## config.mk

```make
export PLATFORM = sky130hd
export DESIGN_NAME = user_id_reader
export DESIGN_NICKNAME = d
export VERILOG_FILES = /design/src/rtl/user_id_pkg.sv /design/src/rtl/user_id_shifter.sv /design/src/rtl/user_id_reader.sv
export SDC_FILE = /design/constraint.sdc
export NUM_CORES = 1
export LEC_CHECK = 0
export CELL_PAD_IN_SITES_DETAIL_PLACEMENT = 0
export CELL_PAD_IN_SITES_GLOBAL_PLACEMENT = 2
export CORE_UTILIZATION = 40
export CTS_BUF_LIST = sky130_fd_sc_hd__clkbuf_16
export DETAILED_ROUTE_END_ITERATION = 8
export PLACE_DENSITY = 0.91
export SYNTH_ARGS = -nofsm -noshare
export SYNTH_HDL_FRONTEND = slang
export SYNTH_SLANG_ARGS = --single-unit
```

## constraint.sdc

```tcl
create_clock -name wb_clk_i -period 3.35 [get_ports wb_clk_i]
set_clock_uncertainty 0.15 [all_clocks]
set_input_delay 0.5025 -clock wb_clk_i [delete_from_list [all_inputs] [get_ports wb_clk_i]]
set_output_delay 0.5025 -clock wb_clk_i [all_outputs]
set_load 0.005 [all_outputs]
```

## src/rtl/user_id_pkg.sv

```systemverilog
`default_nettype none
// ============================================================================
// Module : user_id_pkg
// Purpose: Shared types and constants for the user project ID reader.
//          Holds the capture and serial state encodings, the ID word width
//          and the read-port address of the status word.
// Rev    : 1.0 - initial release
// ============================================================================
package user_id_pkg;

  localparam int   ID_WIDTH    = 32;
  localparam logic STATUS_ADDR = 1'b1;

  // Capture sequencer: settle, sample twice, lock.
  typedef enum logic [1:0] {
    CAP_WAIT     = 2'd0,
    CAP_SAMPLE_A = 2'd1,
    CAP_SAMPLE_B = 2'd2,
    CAP_LOCKED   = 2'd3
  } cap_state_t;

  // Serial readout sequencer.
  typedef enum logic [1:0] {
    SER_IDLE  = 2'd0,
    SER_SHIFT = 2'd1,
    SER_TAIL  = 2'd2
  } ser_state_t;

endpackage
`default_nettype wire

```

## src/rtl/user_id_shifter.sv

```systemverilog
`default_nettype none
// ============================================================================
// Module : user_id_shifter
// Purpose: Shifts a 32-bit word off-chip MSB first. The receiver samples on
//          rising ser_clk; data changes only after falling ser_clk. The frame
//          stays high for 64 half-periods of shifting plus one trailing
//          half-period with ser_clk low.
// Ports  : clk, rst_n        - system clock, async active-low reset
//          load              - accept word and start a transfer (IDLE only)
//          word[31:0]        - word to send
//          ser_clk/ser_data  - serial clock and data
//          ser_frame         - high for the whole transfer
//          busy              - transfer in progress
// Rev    : 1.0 - initial release
// ============================================================================
module user_id_shifter
  import user_id_pkg::*;
#(
  parameter int CLK_DIV = 4
) (
  input  logic                clk,
  input  logic                rst_n,
  input  logic                load,
  input  logic [ID_WIDTH-1:0] word,
  output logic                ser_clk,
  output logic                ser_data,
  output logic                ser_frame,
  output logic                busy
);

  localparam logic [7:0] DIV_LAST = 8'(CLK_DIV - 1);

  ser_state_t          state;
  logic [7:0]          div_cnt;
  logic [4:0]          fall_cnt;
  logic [ID_WIDTH-1:0] shreg;
  logic                half_done;

  assign half_done = (div_cnt == DIV_LAST);
  assign busy      = (state != SER_IDLE);
  // Data is taken straight from the shift register MSB; clearing the
  // register at the end of a transfer returns ser_data to 0.
  assign ser_data  = shreg[ID_WIDTH-1];

  always_ff @(posedge clk or negedge rst_n) begin
    if (!rst_n) begin
      state     <= SER_IDLE;
      div_cnt   <= 8'd0;
      fall_cnt  <= 5'd0;
      shreg     <= '0;
      ser_clk   <= 1'b0;
      ser_frame <= 1'b0;
    end else begin
      case (state)
        SER_IDLE: begin
          if (load) begin
            shreg     <= word;
            ser_frame <= 1'b1;
            ser_clk   <= 1'b0;
            div_cnt   <= 8'd0;
            fall_cnt  <= 5'd0;
            state     <= SER_SHIFT;
          end
        end
        SER_SHIFT: begin
          if (half_done) begin
            div_cnt <= 8'd0;
            ser_clk <= ~ser_clk;
            if (ser_clk) begin
              // Falling edge: either the 32nd (move to the tail) or
              // advance to the next bit.
              if (fall_cnt == 5'd31) begin
                state <= SER_TAIL;
              end else begin
                fall_cnt <= fall_cnt + 5'd1;
                shreg    <= {shreg[ID_WIDTH-2:0], 1'b0};
              end
            end
          end else begin
            div_cnt <= div_cnt + 8'd1;
          end
        end
        SER_TAIL: begin
          if (half_done) begin
            div_cnt   <= 8'd0;
            ser_frame <= 1'b0;
            shreg     <= '0;
            state     <= SER_IDLE;
          end else begin
            div_cnt <= div_cnt + 8'd1;
          end
        end
        default: state <= SER_IDLE;
      endcase
    end
  end

endmodule
`default_nettype wire

```

## src/rtl/user_id_reader.sv

```systemverilog
`default_nettype none
// ============================================================================
// Module : user_id_reader
// Purpose: Captures the tie-cell mask_rev word after reset (two matching
//          samples required), flags a mismatch against EXPECTED_ID, serves
//          the word and a status word on a single-cycle read port, and can
//          shift the word out serially.
// Ports  : wb_clk_i, wb_rstn_i    - clock, async active-low reset
//          mask_rev[31:0]         - static ID word
//          rd_req, rd_addr        - read strobe / address (0 ID, 1 status)
//          rd_ack, rd_data[31:0]  - read response one cycle after rd_req
//          ser_start              - request a serial transfer
//          ser_clk/data/frame     - serial interface
//          id_valid, id_mismatch  - capture status
// Rev    : 1.0 - initial release
// ============================================================================
module user_id_reader
  import user_id_pkg::*;
#(
  parameter logic [31:0] EXPECTED_ID   = 32'h0,
  parameter int          CLK_DIV       = 4,
  parameter int          SETTLE_CYCLES = 8
) (
  input  logic                wb_clk_i,
  input  logic                wb_rstn_i,
  input  logic [ID_WIDTH-1:0] mask_rev,
  input  logic                rd_req,
  input  logic                rd_addr,
  output logic                rd_ack,
  output logic [ID_WIDTH-1:0] rd_data,
  input  logic                ser_start,
  output logic                ser_clk,
  output logic                ser_data,
  output logic                ser_frame,
  output logic                id_valid,
  output logic                id_mismatch
);

  localparam int SETTLE_W = (SETTLE_CYCLES > 1) ? $clog2(SETTLE_CYCLES) : 1;
  localparam logic [SETTLE_W-1:0] SETTLE_LAST = SETTLE_W'(SETTLE_CYCLES - 1);

  cap_state_t          cap_state;
  logic [SETTLE_W-1:0] settle_cnt;
  logic [ID_WIDTH-1:0] tmp;
  logic [ID_WIDTH-1:0] id_reg;
  logic                ser_busy;
  logic                ser_load;
  logic [ID_WIDTH-1:0] status_word;
  logic [ID_WIDTH-1:0] id_word;

  // ---------------------------------------------------------------- capture
  always_ff @(posedge wb_clk_i or negedge wb_rstn_i) begin
    if (!wb_rstn_i) begin
      cap_state   <= CAP_WAIT;
      settle_cnt  <= '0;
      tmp         <= '0;
      id_reg      <= '0;
      id_valid    <= 1'b0;
      id_mismatch <= 1'b0;
    end else begin
      case (cap_state)
        CAP_WAIT: begin
          if (settle_cnt == SETTLE_LAST) begin
            settle_cnt <= '0;
            cap_state  <= CAP_SAMPLE_A;
          end else begin
            settle_cnt <= settle_cnt + 1'b1;
          end
        end
        CAP_SAMPLE_A: begin
          tmp       <= mask_rev;
          cap_state <= CAP_SAMPLE_B;
        end
        CAP_SAMPLE_B: begin
          // Two consecutive identical samples are required before the
          // tie-cell outputs are trusted; otherwise settle again.
          if (mask_rev == tmp) begin
            id_reg      <= tmp;
            id_mismatch <= (tmp != EXPECTED_ID);
            cap_state   <= CAP_LOCKED;
          end else begin
            settle_cnt <= '0;
            cap_state  <= CAP_WAIT;
          end
        end
        CAP_LOCKED: begin
          // id_valid follows one cycle after lock, so a ser_start coinciding
          // with the lock transition is still refused.
          id_valid <= 1'b1;
        end
        default: cap_state <= CAP_WAIT;
      endcase
    end
  end

  // -------------------------------------------------------------- read port
  assign status_word = {{(ID_WIDTH-3){1'b0}}, ser_busy, id_mismatch, id_valid};
  assign id_word     = id_valid ? id_reg : '0;

  always_ff @(posedge wb_clk_i or negedge wb_rstn_i) begin
    if (!wb_rstn_i) begin
      rd_ack  <= 1'b0;
      rd_data <= '0;
    end else begin
      rd_ack <= rd_req;
      if (rd_req) begin
        rd_data <= (rd_addr == STATUS_ADDR) ? status_word : id_word;
      end
    end
  end

  // ----------------------------------------------------------------- serial
  assign ser_load = ser_start & id_valid & ~ser_busy;

  user_id_shifter #(
    .CLK_DIV (CLK_DIV)
  ) u_shifter (
    .clk       (wb_clk_i),
    .rst_n     (wb_rstn_i),
    .load      (ser_load),
    .word      (id_reg),
    .ser_clk   (ser_clk),
    .ser_data  (ser_data),
    .ser_frame (ser_frame),
    .busy      (ser_busy)
  );

endmodule
`default_nettype wire

```

**Word-level counts from Yosys, hierarchy flattened**

Cells that the tools add are included.

- $add $sub $neg: 3
- Equal/unequal tests: 17
- Mux-type cells: 34
- Bitwise logic cells: 4
- Reductions and logical operators: 20

Operator list:

| operator | number |
|---|---|
| $mux W32 | 7 |
| $pmux W32 S3 | 1 |
| $eq A32 B32 Y1 | 1 |
| $reduce_bool A32 Y1 | 1 |
| $mux W5 | 4 |
| $mux W8 | 2 |
| $pmux W8 S2 | 1 |
| $mux W2 | 7 |
| $pmux W2 S3 | 2 |
| $pmux W5 S2 | 1 |
| $reduce_and A5 Y1 | 2 |
| $reduce_bool A2 Y1 | 5 |
| $add A8 B1 Y8 const B | 1 |
| $eq A8 B2 Y1 const B | 1 |
| $ne A2 B1 Y1 const B | 4 |
| $ne A2 B2 Y1 const B | 4 |
| $reduce_and A2 Y1 | 4 |
| $eq A2 B2 Y1 const B | 3 |
| $mux W3 | 2 |
| $pmux W3 S2 | 1 |
| $reduce_and A3 Y1 | 2 |
| $reduce_and A6 Y1 | 1 |
| $reduce_bool A3 Y1 | 2 |
| $add A5 B1 Y5 const B | 1 |
| 10 further kinds | 18 |

- Register bits: 153
- Input bits: 37
- Output and inout bits: 38
- Logic and storage cells: 92

**Longest topological paths before layout**

Gate-level depths: netlist (run 1).

- Word-level depth: 5
- Gate-level depth with buffers: 9
- Gate-level depth less buffers: 8

**By module**

From an unflattened synthesis (run 1), not the netlist that was laid out.

- Cell total of the unflattened synthesis: 650
- Area, all modules: 7349.5 sq um

By module, submodules not included:

| module | times used | cells each | area each (sq um) | seq. area each (sq um) |
|---|---|---|---|---|
| user_id_reader | 1 | 365 | 4518.1 | 2602.5 |
| user_id_shifter | 1 | 285 | 2831.5 | 1226.2 |

**Least setup slack after synthesis (run 1)**

No wires, ideal clock.

- Kind: input to register
- From: input mask_rev[9]
- To: register id_reg[17]
- Setup time: 0.125 ns
- Arrival time: 1.982 ns
- Required time: 3.075 ns
- Setup slack: 1.093 ns
- Cell stages on the path: 7
- Buffers on the path: 2
- Cells stage by stage: xor2_1 nor4_1 nand4_1 or3_1 buf_6 buf_6 mux2_4

- Word-level cells in the longest chain between the ends: 2

Ends and longest elaborated chain:

| what | line | text |
|---|---|---|
| start, declared | user_id_reader.sv:26 | `input logic [ID_WIDTH-1:0] mask_rev,` |
| $eq A32 B32 Y1 | user_id_reader.sv:77 | `if (mask_rev == tmp) begin` |
| $reduce_and A2 Y1 (no line) | -- |  |
| end signal, assigned | user_id_reader.sv:78 | `id_reg <= tmp;` |
| end, declared | user_id_reader.sv:45 | `logic [ID_WIDTH-1:0] id_reg;` |

No other way between the ends.
A chain may end at the register's enable or synchronous reset.

**Worst setup path after layout (run 1)**

- From: input mask_rev[27]
- To: register id_reg[25]

Same word-level chain as after synthesis.

==> results of run 1 <==
-- final cells by class --
class	instances	area, µm²
Sequential cell	153	3830
Clock buffer	17	425
Clock inverter	14	199
Tap cell	225	282
Fill cell	1545	8620
Multi-Input combinational cell	396	2900
Timing Repair Buffer	84	832
Inverter	71	267
-- worst max-delay path by stage --
stage	end	slack, ns	cells past startpoint
after floorplan	id_reg[17]$_DFFE_PN0P_	1.09	7
after global placement	id_reg[26]$_DFFE_PN0P_	0.36	7
after detailed placement	id_reg[25]$_DFFE_PN0P_	0.31	7
after CTS	id_reg[25]$_DFFE_PN0P_	0.76	7
after global routing	id_reg[19]$_DFFE_PN0P_	0.63	7
final	id_reg[25]$_DFFE_PN0P_	0.74	7
-- logic make-up after synthesis --
logic type / Yosys count / synth area share
flops: 153 / 0.537
simple gates: 144 / 0.0921
mux: 106 / 0.174
buf+inv: 100 / 0.0565
compound gates: 99 / 0.0763
xor+xnor: 35 / 0.0430
fa+ha+maj: 12 / 0.0211
-- per-stage QoR --
| step | setup slack, ns | hold WS (ns) | util | cells |
|---|---|---|---|---|
| final | 0.740 | 0.357 | 0.503 | 960 |
| after global routing | 0.628 | 0.365 | 0.503 | 960 |
| after CTS | 0.759 | 0.358 | 0.503 | 960 |
| after detailed placement | 0.312 | 0.339 | 0.467 | 928 |
| after global placement | 0.361 | 0.325 | 0.467 | 928 |
| after floorplan | 1.09 | 0.0569 | - | 649 |
-- synth_stat cells (all sizes together) (5+ instances only) --
cell,instances
a21oi,8
buf,10
clkbuf,19
dfrtp,153
ha,12
inv,71
mux2,101
mux2i,5
nand2,78
nand3,8
nand4,6
nor2,17
nor2b,6
nor4,16
o21ai,72
xor2,31
-- placed cells by master, fill, tap and decap left out, types with 3 or more instances in the layout --
cell / n
dfrtp_1: 153
mux2_2: 86
nand2_1: 78
clkdlybuf4s50_1: 73
o21ai_0: 72
inv_1: 71
xor2_1: 31
clkbuf_16: 17
nor2_1: 16
nor4_1: 15
mux2_4: 14
ha_1: 12
nand3_1: 8
a21oi_1: 8
buf_4: 8
nor2b_1: 6
nand4_1: 6
mux2i_1: 5
xnor2_1: 4
clkinv_4: 4
bufinv_16: 4
nor3_1: 3
o22ai_1: 3
a22o_1: 3
o21a_1: 3
-- layer usage --
layer  track usage  routed length, µm
met5             0                  0
met4        0.0674                232
met3        0.0378                531
met2         0.282               7170
met1         0.258               7540
-- where the power goes --
part | internal, mW | leakage (nW) | switching, mW | total [mW]
registers | 1.90 | 2.08 | 0.0560 | 1.96
logic | 0.284 | 1.66 | 0.459 | 0.743
clock network | 1.25 | 0.299 | 0.773 | 2.02
total | 3.44 | 4.04 | 1.29 | 4.73
==> flow_summary_export.csv, run 1 <==
group,metric,value,unit
sta,rsz0062_at_grt,"false",
routing,first_pass_iters,4,
routing,remaining_drc_errors,0,
synth,yosysSeqAreaShare,0.537,
worst_setup_path,crit_chain,"clkdlybuf4s50_1 -> xor2_1 -> nor4_1 -> nand4_1 -> or3_2 -> buf_4 -> mux2_4",
worst_setup_path,arrival,2.77,ns
synth,synth_edf_count,0,
global_route,grt_pass1_vias,4820,
global_route,antenna_found_initial,0,
worst_setup_path,critPathKind,"in -> reg",
worst_setup_path,worst-path-max-fanout,38,
sta,setup_viol_count_final,0,
sta,hold_viol,0,
routing,avgViaCountPerCell,5.05,
cells_and_area,nNetsFinal,772,
die,core_area,17400,µm²
worst_setup_path,cp_slowest_stage_delay,0.48,ns
synth,synth_top_area_share,0.537,
pwr,total_power,4.73,mW
routing,antenna_left,0,
global_route,grt_pass1_wl,25600,µm
cts,cts_max_level,4,
pwr,power.density,541,nW/µm²
worst_setup_path,crit_slowest_cell,"or3_2",
sta,fmax,0.383,GHz
worst_hold_path,min_path_type,"reg -> reg",
worst_setup_path,r2r_start,"tmp[27]$_DFFE_PN0N_",
worst_setup_path,worst-path-buf-inv,2,
synth,synth-seq-cells,153,
sta,fin_setup_tns,0,ns
routing,first_iter_violations,226,
global_route,track_usage,0.184,
synth,syn_inst,649,
routing,avgRoutedWirePerCell,16.1,µm
place,placed_area,8100,µm²
routing,routed-via-count,4848,
worst_setup_path,crit_start,"mask_rev[27]",
worst_setup_path,worstPathRequired,3.51,ns
run,cap_violations,0,
sta,layout_min_cycle_time,2.61,ns
place,place_hpwl,11000,µm
cts,cts_sinks,153,
synth,ys_types,39,
cts,numCtsBuffers,17,
synth,syn_nets,698,
cts,worstSkewPairLatency,0.43,ns
die,die_w,136,µm
synth,yosys_warnings,0,
cells_and_area,drive_gt1_frac,0.199,
sta,fin_crit_sh,0.779,
worst_setup_path,critPathCaptureType,"flop",
sta,worstMarginPinSlew,0.784,ns
routing,totalWireLength,15500,µm
place,io_buffers,74,
die,fp.dieH,136,µm
worst_setup_path,regToRegSetupSlack,0.88,ns
die,num_rows,48,
cts,cts_hold_buf,1,
worst_hold_path,whs_path_depth,1,
synth,netlist_area,7130,µm²
worst_hold_path,min_to,"u_shifter.shreg[1]$_DFFE_PN0P_",
worst_hold_path,hp-start,"u_shifter.shreg[1]$_DFFE_PN0P_",
global_route,grt_max_degree,82,
pwr,peakVddDrop,0.371,mV
status,run_status,"finished, final reports clean",
global_route,overflow,0,
synth,synth_area_leader_cell,"dfrtp_1",
cts,post_cts_resized,0,
cts,root_buffer,"clkbuf_16",
cts,cts_max_path_buffers,2,
cells_and_area,diodes,0,
cells_and_area,synthToLayoutAreaGrowth,22.5,%
cts,cts_tree,"done",
synth,synth_flop_cell,"dfrtp_1",
worst_setup_path,reg2regPathDepth,6,
place,routabilityCongestion,0.817,
die,die-area,18400,µm²
cts,post_cts_buffers,0,
worst_setup_path,start_kind,"input port",
die,io_pins,75,
pwr,power.leakage,4.04,nW
synth,synthTopCellsByArea,"dfrtp_1 54%, mux2_2 14%, o21ai_0 5.1%, nand2_1 4.1%, xor2_1 3.8%",
sta,relSlewSlack,0.477,
cts,clk_pin_slew_worst_paths,0.06,ns
worst_setup_path,critical-path-top-delay-family,"simple AND/OR/NAND/NOR gates",
synth,async_flop_share,1.00,
cells_and_area,stdcell_area,8730,µm²
worst_setup_path,r2r-end,"id_reg[25]$_DFFE_PN0P_",
sta,slew_violations,0,
synth,syn_area_per_cell,11.0,µm²
die,start_util,0.411,
No activity file was read; power rests on OpenSTA's default activity.
==> run 2: changes to the inputs <==
--- a/config.mk
+++ b/config.mk
@@ -7,10 +7,10 @@
 export LEC_CHECK = 0
 export CELL_PAD_IN_SITES_DETAIL_PLACEMENT = 0
 export CELL_PAD_IN_SITES_GLOBAL_PLACEMENT = 2
-export CORE_UTILIZATION = 40
+export CORE_UTILIZATION = 34
 export CTS_BUF_LIST = sky130_fd_sc_hd__clkbuf_16
 export DETAILED_ROUTE_END_ITERATION = 8
-export PLACE_DENSITY = 0.91
+export PLACE_DENSITY = 0.83
 export SYNTH_ARGS = -nofsm -noshare
 export SYNTH_HDL_FRONTEND = slang
 export SYNTH_SLANG_ARGS = --single-unit
==> constraint.sdc (replaced) <==
create_clock -name wb_clk_i -period 2.37 [get_ports wb_clk_i]
set_clock_uncertainty 0.15 [all_clocks]
set_input_delay 0.3555 -clock wb_clk_i [delete_from_list [all_inputs] [get_ports wb_clk_i]]
set_output_delay 0.3555 -clock wb_clk_i [all_outputs]
set_load 0.005 [all_outputs]
==> flow_summary_export.csv, run 2 (synthesis gave the netlist of run 1 again) <==
group,metric,value,unit
status,run_status,"finished, final reports clean",
cells_and_area,fillerInstances,1886,
cts,cts_tree,"done",
cells_and_area,diodes,0,
pwr,p_sw,1.85,mW
run,cap_violations,0,
pwr,power.density,745,nW/µm²
sta,whs,0.317,ns
cells_and_area,final_util,0.447,
die,fp.dieH,147,µm
global_route,grt_pass1_vias,5101,
pwr,internal_power,4.94,mW
pwr,combPwrFrac,0.170,
die,start_util,0.350,
worst_setup_path,worstPathRequired,2.53,ns
worst_hold_path,min_path_type,"in -> async",
place,dp_cells,1002,
global_route,antenna_found_initial,0,
worst_setup_path,arrival,2.42,ns
place,routabilityCongestion,0.826,
die,die-area,21600,µm²
routing,first_pass_iters,4,
cts,cts_sinks,153,
place,placed_area,8410,µm²
cts,cts_max_path_buffers,2,
worst_setup_path,r2r_start,"u_shifter.fall_cnt[1]$_DFFE_PN0P_",
sta,slew_violations,0,
pwr,seqPwrFrac,0.407,
worst_setup_path,crit_start,"u_shifter.fall_cnt[1]$_DFFE_PN0P_",
global_route,grt_max_degree,53,
sta,rsz0062_at_grt,"true",
place,io_buffers,74,
cells_and_area,nNetsFinal,804,
worst_setup_path,critPathKind,"reg -> reg",
cts,root_buffer,"clkbuf_16",
sta,setup_viol_count_final,0,
worst_setup_path,crit_slowest_cell,"dfrtp_1",
worst_setup_path,worst-path-max-fanout,32,
routing,avgViaCountPerCell,4.78,
cells_and_area,regArea,3830,µm²
worst_setup_path,crit_chain,"ha_1 -> and3_1 -> ha_1 -> nor2b_1 -> nand4_1 -> o21ai_0 -> nand2_1 -> buf_12 -> mux2_1",
routing,routed-via-count,4958,
global_route,overflow,0,
sta,layout_min_cycle_time,2.26,ns
die,core_area,20400,µm²
sta,relSlewSlack,0.590,
pwr,peakVddDrop,0.530,mV
sta,worstMarginPinSlew,0.614,ns
cells_and_area,layout_commonest_cell,"dfrtp_1",
cells_and_area,most-common-layout-cells,"153 x dfrtp_1, 86 x mux2_2, 78 x nand2_1",
cells_and_area,synthToLayoutAreaGrowth,27.7,%
die,die_w,147,µm
pwr,switching_share,0.272,
sta,fmax,0.443,GHz
place,place_hpwl,11700,µm
routing,avgRoutedWirePerCell,15.8,µm
cells_and_area,stdcell_count,1038,
routing,antenna_left,0,
pwr,power.leakage,4.24,nW
cts,worstSkewPairLatency,0.43,ns
cts,clk_pin_slew_worst_paths,0.06,ns
worst_setup_path,start_kind,"flop",
global_route,grt_pass1_wl,27200,µm
pwr,clkPwrFrac,0.423,
cells_and_area,stdcell_area,9110,µm²
worst_setup_path,path_common_cell,"ha_1",
cts,numCtsBuffers,17,
cells_and_area,multi_input_area,2920,µm²
routing,totalWireLength,16400,µm
worst_setup_path,cp_slowest_stage_delay,0.40,ns
sta,fin_crit_sh,0.953,
cells_and_area,drive_gt1_frac,0.236,
sta,hold_viol,0,
routing,first_iter_violations,280,
routing,remaining_drc_errors,0,
worst_setup_path,critPathCaptureType,"flop",
cts,cts_max_level,4,
die,num_rows,52,
die,io_pins,75,
global_route,track_usage,0.163,
run 2: per-layer routing:
metal	wire length (µm)	vias to the layer above	track usage
li1	-	2387	-
met1	7890	2457	0.220
met2	7660	85	0.258
met3	509	29	0.0348
met4	360	0	0.0583
met5	0	-	0
run 2: through the flow:
step / power (mW) / TNS [ns] / worst slack [ns]
2_1_floorplan: 3.50 / 0 / 0.180
3_3_place_gp: 3.92 / -13.94 / -0.412
3_5_place_dp: 3.95 / -14.71 / -0.434
4_1_cts: 6.85 / 0 / 0.0290
5_1_grt: 7.11 / -0.00421 / -0.00421
6_report: 6.79 / 0 / 0.112
run 2: layout make-up:
type | instances | share of cell area
clock buffers | 17 | 0.0467
clock inverters | 15 | 0.0218
inverters | 71 | 0.0293
multi-input cells | 396 | 0.321
flip-flops and latches | 153 | 0.420
well taps | 270 | 0.0371
repair buffers | 116 | 0.124
run 2: final timing paths:
kind | endpoint | slack, ns | cells past startpoint
worst max-delay path | u_shifter.shreg[1]$_DFFE_PN0P_ | 0.11 | 9
worst min-delay path | rd_ack$_DFF_PN0_ | 0.32 | 2
worst max register to register | u_shifter.shreg[1]$_DFFE_PN0P_ | 0.11 | 9
worst min register to register | u_shifter.shreg[11]$_DFFE_PN0P_ | 0.35 | 1
max in group asynchronous | u_shifter.shreg[10]$_DFFE_PN0P_ | 1.07 | 3
min in group wb_clk_i | u_shifter.shreg[11]$_DFFE_PN0P_ | 0.35 | 1
run 2: critical path: cells and delay by family, from the launching register on:
family,cells,cell delay [ns]
AO/OA/AOI/OAI,1,0.11
adder cells (fa/ha/maj),2,0.41
buffers and inverters,1,0.19
flip-flops,1,0.40
multiplexers,1,0.33
AND/OR/NAND/NOR,4,0.54
run 2: timing repair:
action                                  in CTS  in global routing
resized for setup                            1                  3
gates cloned                                 0                  1
pin swaps                                    1                  2
endpoints found under the setup margin       3                 36
hold buffers                                 1                  0
setup buffers                                1                  1
hold endpoints to repair                    49                  0
run 2: power by group through the flow:
stage	Sequential, mW	Clock, mW	Combinational, mW
6_report	2.77	2.87	1.15
5_1_grt	2.78	3.06	1.28
4_1_cts	2.77	2.94	1.14
3_5_place_dp	2.82	0	1.13
3_3_place_gp	2.81	0	1.11
2_1_floorplan	2.80	0	0.702
